===== config.mk =====
export PLATFORM = sky130hd
export DESIGN_NAME = mem_stage_ctrl
export DESIGN_NICKNAME = d
export VERILOG_FILES = /design/src/rtl/mem_stage_ctrl_pkg.sv /design/src/rtl/mem_stage_ctrl_fifo.sv /design/src/rtl/mem_stage_ctrl.sv
export SDC_FILE = /design/constraint.sdc
export NUM_CORES = 1
export LEC_CHECK = 0
export CAP_MARGIN = 20
export CORE_MARGIN = 2
export CORE_UTILIZATION = 39
export CTS_CLUSTER_SIZE = 8
export DETAILED_ROUTE_END_ITERATION = 12
export GPL_TIMING_DRIVEN = 0
export PLACE_DENSITY = 0.78
export SLEW_MARGIN = 5
export SYNTH_ARGS = -nofsm -noshare
export SYNTH_HDL_FRONTEND = slang
export SYNTH_HIERARCHICAL = 1
export SYNTH_SLANG_ARGS = --single-unit

===== constraint.sdc =====
create_clock -name clk -period 2.9 [get_ports clk]
set_clock_uncertainty 0.1 [all_clocks]
set_input_delay 0.58 -clock clk [delete_from_list [all_inputs] [get_ports clk]]
set_output_delay 0.58 -clock clk [all_outputs]
set_load 0.01 [all_outputs]

===== src/rtl/mem_stage_ctrl_pkg.sv =====
// Shared types for the load/store stage controller: request/pending structs and pointer sizing.
package mem_stage_ctrl_pkg;

    localparam int DATA_W = 32;
    localparam int ADDR_W = 32;
    localparam int RD_W   = 5;

    typedef struct packed {
        logic              wen;
        logic              byte_not_word;
        logic [ADDR_W-1:0] addr;
        logic [DATA_W-1:0] wdata;
        logic [RD_W-1:0]   rd;
    } mem_req_s;

    typedef struct packed {
        logic            is_load;
        logic            is_byte;
        logic [RD_W-1:0] rd;
    } mem_pend_s;

    // A single-entry queue still needs a one-bit pointer.
    function automatic int ptr_width(input int depth);
        return (depth > 1) ? $clog2(depth) : 1;
    endfunction

endpackage


===== src/rtl/mem_stage_ctrl_fifo.sv =====
// In-order pending-transaction FIFO; push on request acceptance, pop on response consumption.
module mem_pend_fifo
    import mem_stage_ctrl_pkg::*;
#(
    parameter int width_p = 8,
    parameter int depth_p = 2,
    localparam int PTR_W  = ptr_width(depth_p),
    localparam int CNT_W  = $clog2(depth_p + 1)
) (
    input  logic               clk,
    input  logic               reset,
    input  logic               push,
    input  logic [width_p-1:0] wdata,
    input  logic               pop,
    output logic [width_p-1:0] rdata,
    output logic               full,
    output logic               empty,
    output logic [CNT_W-1:0]   count
);

    logic [width_p-1:0] mem [depth_p];
    logic [PTR_W-1:0]   wr_ptr, rd_ptr;
    logic               push_ok, pop_ok;

    assign full    = (count == CNT_W'(depth_p));
    assign empty   = (count == '0);
    assign push_ok = push & ~full;
    assign pop_ok  = pop & ~empty;
    assign rdata   = mem[rd_ptr];

    always_ff @(posedge clk) begin
        if (push_ok)
            mem[wr_ptr] <= wdata;
    end

    always_ff @(posedge clk) begin
        if (reset) begin
            wr_ptr <= '0;
            rd_ptr <= '0;
            count  <= '0;
        end else begin
            if (push_ok)
                wr_ptr <= (wr_ptr == PTR_W'(depth_p - 1)) ? '0 : wr_ptr + 1'b1;
            if (pop_ok)
                rd_ptr <= (rd_ptr == PTR_W'(depth_p - 1)) ? '0 : rd_ptr + 1'b1;
            if (push_ok & ~pop_ok)
                count <= count + 1'b1;
            else if (pop_ok & ~push_ok)
                count <= count - 1'b1;
        end
    end

endmodule


===== src/rtl/mem_stage_ctrl.sv =====
// Load/store stage controller with up to depth_p outstanding in-order memory transactions.
// MEM_STAGE_BYTE_SEXT_EN: defined -> byte loads sign-extend from bit 7, else zero-extend.
module mem_stage_ctrl
    import mem_stage_ctrl_pkg::*;
#(
    parameter int data_width_p = DATA_W,
    parameter int addr_width_p = ADDR_W,
    parameter int rd_width_p   = RD_W,
    parameter int depth_p      = 2,
    localparam int CNT_W       = $clog2(depth_p + 1)
) (
    input  logic                    clk,
    input  logic                    reset,
    input  logic                    req_valid_i,
    input  logic                    req_wen_i,
    input  logic                    req_byte_i,
    input  logic [addr_width_p-1:0] req_addr_i,
    input  logic [data_width_p-1:0] req_wdata_i,
    input  logic [rd_width_p-1:0]   req_rd_i,
    output logic                    req_ready_o,
    output logic                    mem_valid_o,
    output logic                    mem_wen_o,
    output logic                    mem_byte_o,
    output logic [addr_width_p-1:0] mem_addr_o,
    output logic [data_width_p-1:0] mem_wdata_o,
    input  logic                    mem_yumi_i,
    input  logic                    mem_rvalid_i,
    input  logic [data_width_p-1:0] mem_rdata_i,
    output logic                    mem_ryumi_o,
    input  logic                    wb_block_i,
    output logic                    wb_valid_o,
    output logic                    wb_wen_o,
    output logic [rd_width_p-1:0]   wb_rd_o,
    output logic [data_width_p-1:0] wb_data_o,
    output logic                    busy_o,
    output logic                    err_o
);

`ifdef MEM_STAGE_BYTE_SEXT_EN
    localparam bit BYTE_SEXT = 1'b1;
`else
    localparam bit BYTE_SEXT = 1'b0;
`endif

    mem_req_s          req;
    mem_pend_s         pend_in, head;
    logic              hold_v, hold_wen, hold_byte;
    logic [addr_width_p-1:0] hold_addr;
    logic [data_width_p-1:0] hold_wdata;
    logic              fifo_full, fifo_empty, accept;
    logic [CNT_W-1:0]  pend_count;
    logic [data_width_p-1:0] byte_ext;

    assign req.wen           = req_wen_i;
    assign req.byte_not_word = req_byte_i;
    assign req.addr          = req_addr_i;
    assign req.wdata         = req_wdata_i;
    assign req.rd            = req_rd_i;

    assign pend_in.is_load = ~req.wen;
    assign pend_in.is_byte = req.byte_not_word;
    assign pend_in.rd      = req.rd;

    // Readiness depends only on state and the request-side yumi, never on the response side.
    assign req_ready_o = ~fifo_full & (~hold_v | mem_yumi_i);
    assign accept      = req_valid_i & req_ready_o;

    always_ff @(posedge clk) begin
        if (reset) begin
            hold_v     <= 1'b0;
            hold_wen   <= 1'b0;
            hold_byte  <= 1'b0;
            hold_addr  <= '0;
            hold_wdata <= '0;
        end else if (accept) begin
            hold_v     <= 1'b1;
            hold_wen   <= req.wen;
            hold_byte  <= req.byte_not_word;
            hold_addr  <= req.addr;
            hold_wdata <= req.wdata;
        end else if (mem_yumi_i) begin
            hold_v     <= 1'b0;
        end
    end

    assign mem_valid_o = hold_v;
    assign mem_wen_o   = hold_wen;
    assign mem_byte_o  = hold_byte;
    assign mem_addr_o  = hold_addr;
    assign mem_wdata_o = hold_wdata;

    mem_pend_fifo #(
        .width_p ($bits(mem_pend_s)),
        .depth_p (depth_p)
    ) u_pend (
        .clk   (clk),
        .reset (reset),
        .push  (accept),
        .wdata (pend_in),
        .pop   (mem_ryumi_o),
        .rdata (head),
        .full  (fifo_full),
        .empty (fifo_empty),
        .count (pend_count)
    );

    assign mem_ryumi_o = mem_rvalid_i & ~fifo_empty & ~wb_block_i;
    assign wb_valid_o  = mem_ryumi_o;
    assign wb_wen_o    = wb_valid_o & head.is_load;
    assign wb_rd_o     = head.rd;
    assign byte_ext    = {{(data_width_p-8){BYTE_SEXT & mem_rdata_i[7]}}, mem_rdata_i[7:0]};

    always_comb begin
        wb_data_o = '0;
        if (head.is_load)
            wb_data_o = head.is_byte ? byte_ext : mem_rdata_i;
    end

    assign busy_o = hold_v | (pend_count != '0);

    // Stray responses or yumis are flagged but otherwise ignored.
    always_ff @(posedge clk) begin
        if (reset)
            err_o <= 1'b0;
        else if ((mem_rvalid_i & fifo_empty) | (mem_yumi_i & ~hold_v))
            err_o <= 1'b1;
    end

endmodule


---- Word-level counts from Yosys, hierarchy flattened ----
Memories as Yosys holds them, arrays and structs flattened. A register that Yosys moved wholly into a read port is not among the register bits.
Index checks and enable logic that the tools add are counted.
word-level totals
  register bits ........................... 72
  RAM bits ................................ 14
  bits of input ports ..................... 109
  output and inout bits ................... 110
  word-level logic and storage cells ...... 52
  memories kept ........................... 1
memory list
  memory      depth  bits a word  rd ports  clocked after Yosys merged registers in  wr ports  RTL line                   text
  u_pend.mem  2      7            1         1                                        1         mem_stage_ctrl_fifo.sv:21  logic [width_p-1:0] mem [depth_p];
operators by class
  $add $sub $neg .......................... 4
  equal/unequal tests ..................... 1
  multiplexer cells ....................... 12
  bitwise operators ....................... 21
  reductions and logical operators ........ 4
operators by type and width
  kind                                              count
  two-way mux 32 bit                                2
  bitwise AND 1 bit                                 11
  two-way mux 1 bit                                 8
  NOT 1 bit                                         7
  nonzero test 2 bit                                3
  two-way mux 2 bit                                 2
  OR 1 bit                                          3
  adder 1 bit, second input constant                2
  adder 2 x 1 -> 2 bit, second input constant       1
  equality test 2 bit, second input constant        1
  logical NOT 2 bit                                 1
  subtractor 2 x 1 -> 2 bit, second input constant  1

---- Depth between registers and ports, before layout ----
  depth after elaboration ................. 9
  depth in mapped cells ................... 11
  mapped depth without buffers ............ 8

---- Modules after synthesis ----
Netlist, hierarchy kept.
by module, submodules not included
  module          instances  cells an instance  area an instance (sq um)  sequential area each (sq um)
  mem_stage_ctrl  1          335                3298.2                    1361.3
  mem_pend_fifo   1          47                 721.9                     520.5

---- Least setup slack after synthesis ----
Ideal clock, no wire load.
  path kind ............................... in2reg
  from .................................... in mem_rvalid_i
  to ...................................... reg u_pend.count[1]
  setup time .............................. 0.070 ns
  arrival time ............................ 2.075 ns
  required time ........................... 2.730 ns
  slack ................................... 0.655 ns
  stages on the path ...................... 5
  buffers on the path ..................... 0
  path through ............................ nor3b_1 > o21ai_0 > ha_1 > or3_1 > a21oi_1
between the ends
  cells in the longest elaborated chain, start to end .. 6
  elaborated cells between the ends (all ways) .. 8
  those cells by class .................... 1 x mux; 6 x bitwise; 1 x reduce/logical
RTL lines
  item                                                            RTL line                   text
  start, declared                                                 mem_stage_ctrl.sv:27       input logic mem_rvalid_i,
  bitwise AND 1 bit (*) (2 in series)                             mem_stage_ctrl.sv:107      assign mem_ryumi_o = mem_rvalid_i & ~fifo_empty & ~wb_block_i;
  bitwise AND 1 bit (*)                                           mem_stage_ctrl_fifo.sv:28  assign pop_ok = pop & ~empty;
  NOT 1 bit                                                       mem_stage_ctrl_fifo.sv:46  if (push_ok & ~pop_ok)
  bitwise AND 1 bit                                               mem_stage_ctrl_fifo.sv:46
  two-way mux 2 bit / nonzero test 2 bit (equally long branches)  n/a
  end signal, assigned                                            mem_stage_ctrl_fifo.sv:47  count <= count + 1'b1;
  end signal, assigned                                            mem_stage_ctrl_fifo.sv:49  count <= count - 1'b1;
  end, declared                                                   mem_stage_ctrl_fifo.sv:18  output logic [CNT_W-1:0] count
Every way passes the cells marked *; elsewhere a longest branch is shown, timed or not.
A chain may end at the register's enable or synchronous reset.

==> metrics.md <==
| Metric | Value |
|---|---|
| Slew Limit Fails | `0` |
| Clock share of power | `18.9%` |
| Synth top area cells | `dfxtp_1, nand2b_1, mux2i_1` |
| Gr usage total | `19.8%` |
| Die Area | `11,100 sq um` |
| Layout area overhead | `64.9%` |
| Net Sw Power | `0.00119 W` |
| Headroom to the max-slew limit | `62.3%` |
| PnR Total Power | `0.00396 W` |
| Cell Rows | `37` |
| Yosys warns | `6` |
| Max Root-Sink Buffers | `2` |
| Syn_nets | `492` |
| Final hold vios | `0` |
| Antenna diode count | `0` |
| Slowest cell delay on critical path | `0.53 ns` |
| CTS tree | `yes` |
| CP Class | `flop to output port` |
| Core area | `10,200 sq um` |
| Grt peak-use layer | `met2` |
| Via count of the first global-routing pass | `3,532` |
| Dpl hpwl | `8850 microns` |
| Final layout net count | `722` |
| Post-synthesis sequential element count | `87` |
| Sequential cell fraction of total power | `39.4%` |
| Combinational power share | `41.6%` |
| Critical path's slowest cell | `clkdlybuf4s50_1` |
| Outcome | `finished, final reports clean` |
| Internal power | `0.00277 W` |
| Met2 Use GR | `36.8%` |
| R2r worst-path depth | `10` |
| Iter 0 DRT Violations | `88` |
| Worst hold stages | `2` |
| Sequential share of the synthesized area | `46.8%` |
| Chip width | `106 microns` |
| GR Util met3 | `5.88%` |
| Total clock sinks | `87` |
| CTS buffer count | `9` |
| WP data arrival | `2.13 ns` |
| Gpl congestion | `0.699` |
| Syn Inst Count | `382` |
| Avg Vias per Cell | `4.58` |
| Final WL | `11,500 microns` |
| Startpoint types | `flop` |
| Leakage | `2.86 nW` |
| # port buffers | `218` |
| CTS Root Buffer Type | `clkbuf_8` |
| Worst Max-Slew Pin Slew | `0.563 ns` |
| DRT antenna net count | `0` |
| Average size of a mapped cell | `10.5 sq um` |
| Netlist Area Pre-Place | `4020 sq um` |
| Synth area leader | `dfxtp_1` |
| Chip Height | `106 microns` |
| GR Overflow Total | `0` |
| Worst min-delay path category | `flop to flop` |
| GRT met1 Usage | `20.6%` |
| Cell Pwr Density | `598 nW/um^2` |
| Antenna violations before repair | `0` |
| Minimum clock period | `2.81 ns` |
| Avg WL per Cell | `15.3 microns` |
| Max-Cap Viols | `0` |
| Sw frac | `30.1%` |
| RSZ-0062 raised after global routing | `true` |
| DRC | `0` |
| CP Data Required Time | `2.22 ns` |
| Drt pass-1 iters | `4` |
| Final number of setup-violating endpoints | `0` |
| Fraction of layout cells with a size suffix above 1 | `6.17%` |
| Crit end category | `output port` |
| Setup TNS | `0 ns` |
| Max H-tree Level | `3` |
| # IOs | `219` |
| First-pass GRT wire length | `17,300 microns` |
| Worst-path clk slew | `0.08 ns` |
| Largest net degree at the start of global routing | `14` |
| Starting Density | `39.5%` |
| Critical path fanouts, max | `10` |
| Reg2reg setup slack | `0.46 ns` |
| Share of the synthesized area in the top cell type | `36.4%` |
| Fin crit share | `96.9%` |
| Crit-path most repeated cell | `buf_4` |
| Max Fclk | `356 MHz` |
| Critical Path, Cell by Cell | `buf_4 -> mux2_2 -> nor2b_4 -> buf_4 -> and2_1 -> clkdlybuf4s50_1` |
| DR vias | `3,444` |
| Clk Latency, worst-skew pair | `0.34 ns` |
| Distinct cells, synth | `26` |
| VDD IR max | `0.000304 V` |
[worst max-delay path: cells and delay by family, from the launching register on]
| kind | cells | cell delay, ns |
|---|---|---|
| simple gates | 2 | 0.27 |
| mux | 1 | 0.37 |
| buf+inv | 3 | 0.84 |
| flops | 1 | 0.31 |
[worst paths after layout]
| path | from | to |
|---|---|---|
| min reg2reg | mem_addr_o[1] | mem_addr_o[1] |
| min | mem_addr_o[1] | mem_addr_o[1] |
| max reg2reg | u_pend/count[0] | u_pend/count[1] |
| max | flop | wb_data_o[12] |
[metrics by stage]
step | hold WS (ns) | setup slack [ns] | util (%) | std cells | area [sq um]
3_5_place_dp | 0.364 | -0.146 | 62.6 | 736 | 6370
6_report | 0.373 | 0.0902 | 65.1 | 752 | 6630
5_1_grt | 0.389 | -0.0361 | 65.1 | 752 | 6630
3_3_place_gp | 0.358 | -0.163 | 62.6 | 736 | 6370
4_1_cts | 0.377 | 0.000179 | 64.4 | 751 | 6560
2_1_floorplan | 0.352 | 0.655 | - | 382 | 4020
[synthesized netlist by cell type (all sizes together)]
| cell type | n |
|---|---|
| nor2b | 3 |
| inv | 4 |
| edfxtp | 14 |
| nand2b | 132 |
| a221oi | 1 |
| o21ba | 1 |
| mux2 | 7 |
| or3 | 3 |
| a21oi | 2 |
| nor3b | 2 |
| ha | 1 |
| and2 | 34 |
| dfxtp | 73 |
| clkbuf | 16 |
| buf | 10 |
| o21ai | 3 |
| nor2 | 7 |
| xor2 | 3 |
| mux2i | 66 |
[what timing repair did]
item | 4_1_cts | 5_1_grt
buffers inserted | 0 | 1
endpoints found under the setup margin | 24 | 20
hold buffers | 0 | 0
cloned | 0 | 0
gates resized for setup | 8 | 26
[registers in the layout, indices dropped and copies added (netlist names), named ones only]
| name | flops |
|---|---|
| err_o | 1 |
| mem_addr_o | 32 |
| mem_byte_o | 1 |
| mem_valid_o | 1 |
| mem_wdata_o | 32 |
| mem_wen_o | 1 |
| u_pend/count | 2 |
| u_pend/mem | 14 |
| u_pend/rd_ptr | 1 |
| u_pend/wr_ptr | 1 |
[final cells by class]
type,instances,area [sq um]
clock inverter,1,5.00
tap,136,170
fill,840,3560
inverter,4,15.0
multi-input combinational,265,1980
sequential,87,1880
timing repair buffer,219,2240
buffer,26,179
clock buffer,14,163
[cells in the final DEF, fill, tap and decap left out]
master,Yosys,routed
a21oi_1,2,2
a221oi_1,1,1
and2_1,34,34
buf_12,2,2
buf_4,5,9
buf_6,1,1
buf_8,1,1
clkbuf_1,16,17
clkbuf_8,0,11
clkdlybuf4s50_1,0,197
clkinv_2,0,1
dfxtp_1,73,73
dlygate4sd2_1,0,1
dlymetal6s2s_1,0,20
edfxtp_1,14,14
ha_1,1,1
inv_1,4,4
mux2_2,7,6
mux2_4,0,1
mux2i_1,66,66
nand2b_1,132,132
nor2_1,7,7
nor2b_2,1,1
nor2b_4,1,2
nor3b_2,1,1
nor3b_4,0,1
o21ai_0,3,3
o21ba_2,1,1
or3_1,3,3
xor2_1,3,3
[power by group through the flow]
stage | Sequential [W] | Clock [W] | Combinational [W]
5_1_grt | 0.00159 | 0.000830 | 0.00176
3_3_place_gp | 0.00158 | 0 | 0.00161
3_5_place_dp | 0.00159 | 0 | 0.00164
6_report | 0.00156 | 0.000750 | 0.00165
2_1_floorplan | 0.00164 | 0 | 0.000745
4_1_cts | 0.00156 | 0.000783 | 0.00166
[layer usage]
| metal | wire length (microns) | up-vias |
|---|---|---|
| li1 | - | 1691 |
| met1 | 4400 | 1595 |
| met2 | 5980 | 141 |
| met3 | 882 | 17 |
| met4 | 217 | 0 |
| met5 | 0 | - |
[logic make-up after synthesis]
family	synth area share [%]
AOI/OAI and AO/OA	1.09
xor gates and xnor gates	0.654
adders and majority gates	0.311
DFF	46.8
buffers and inverters	4.58
and+or+nand+nor	28.2
muxes	18.4
(Power assumes the default switching activity.)
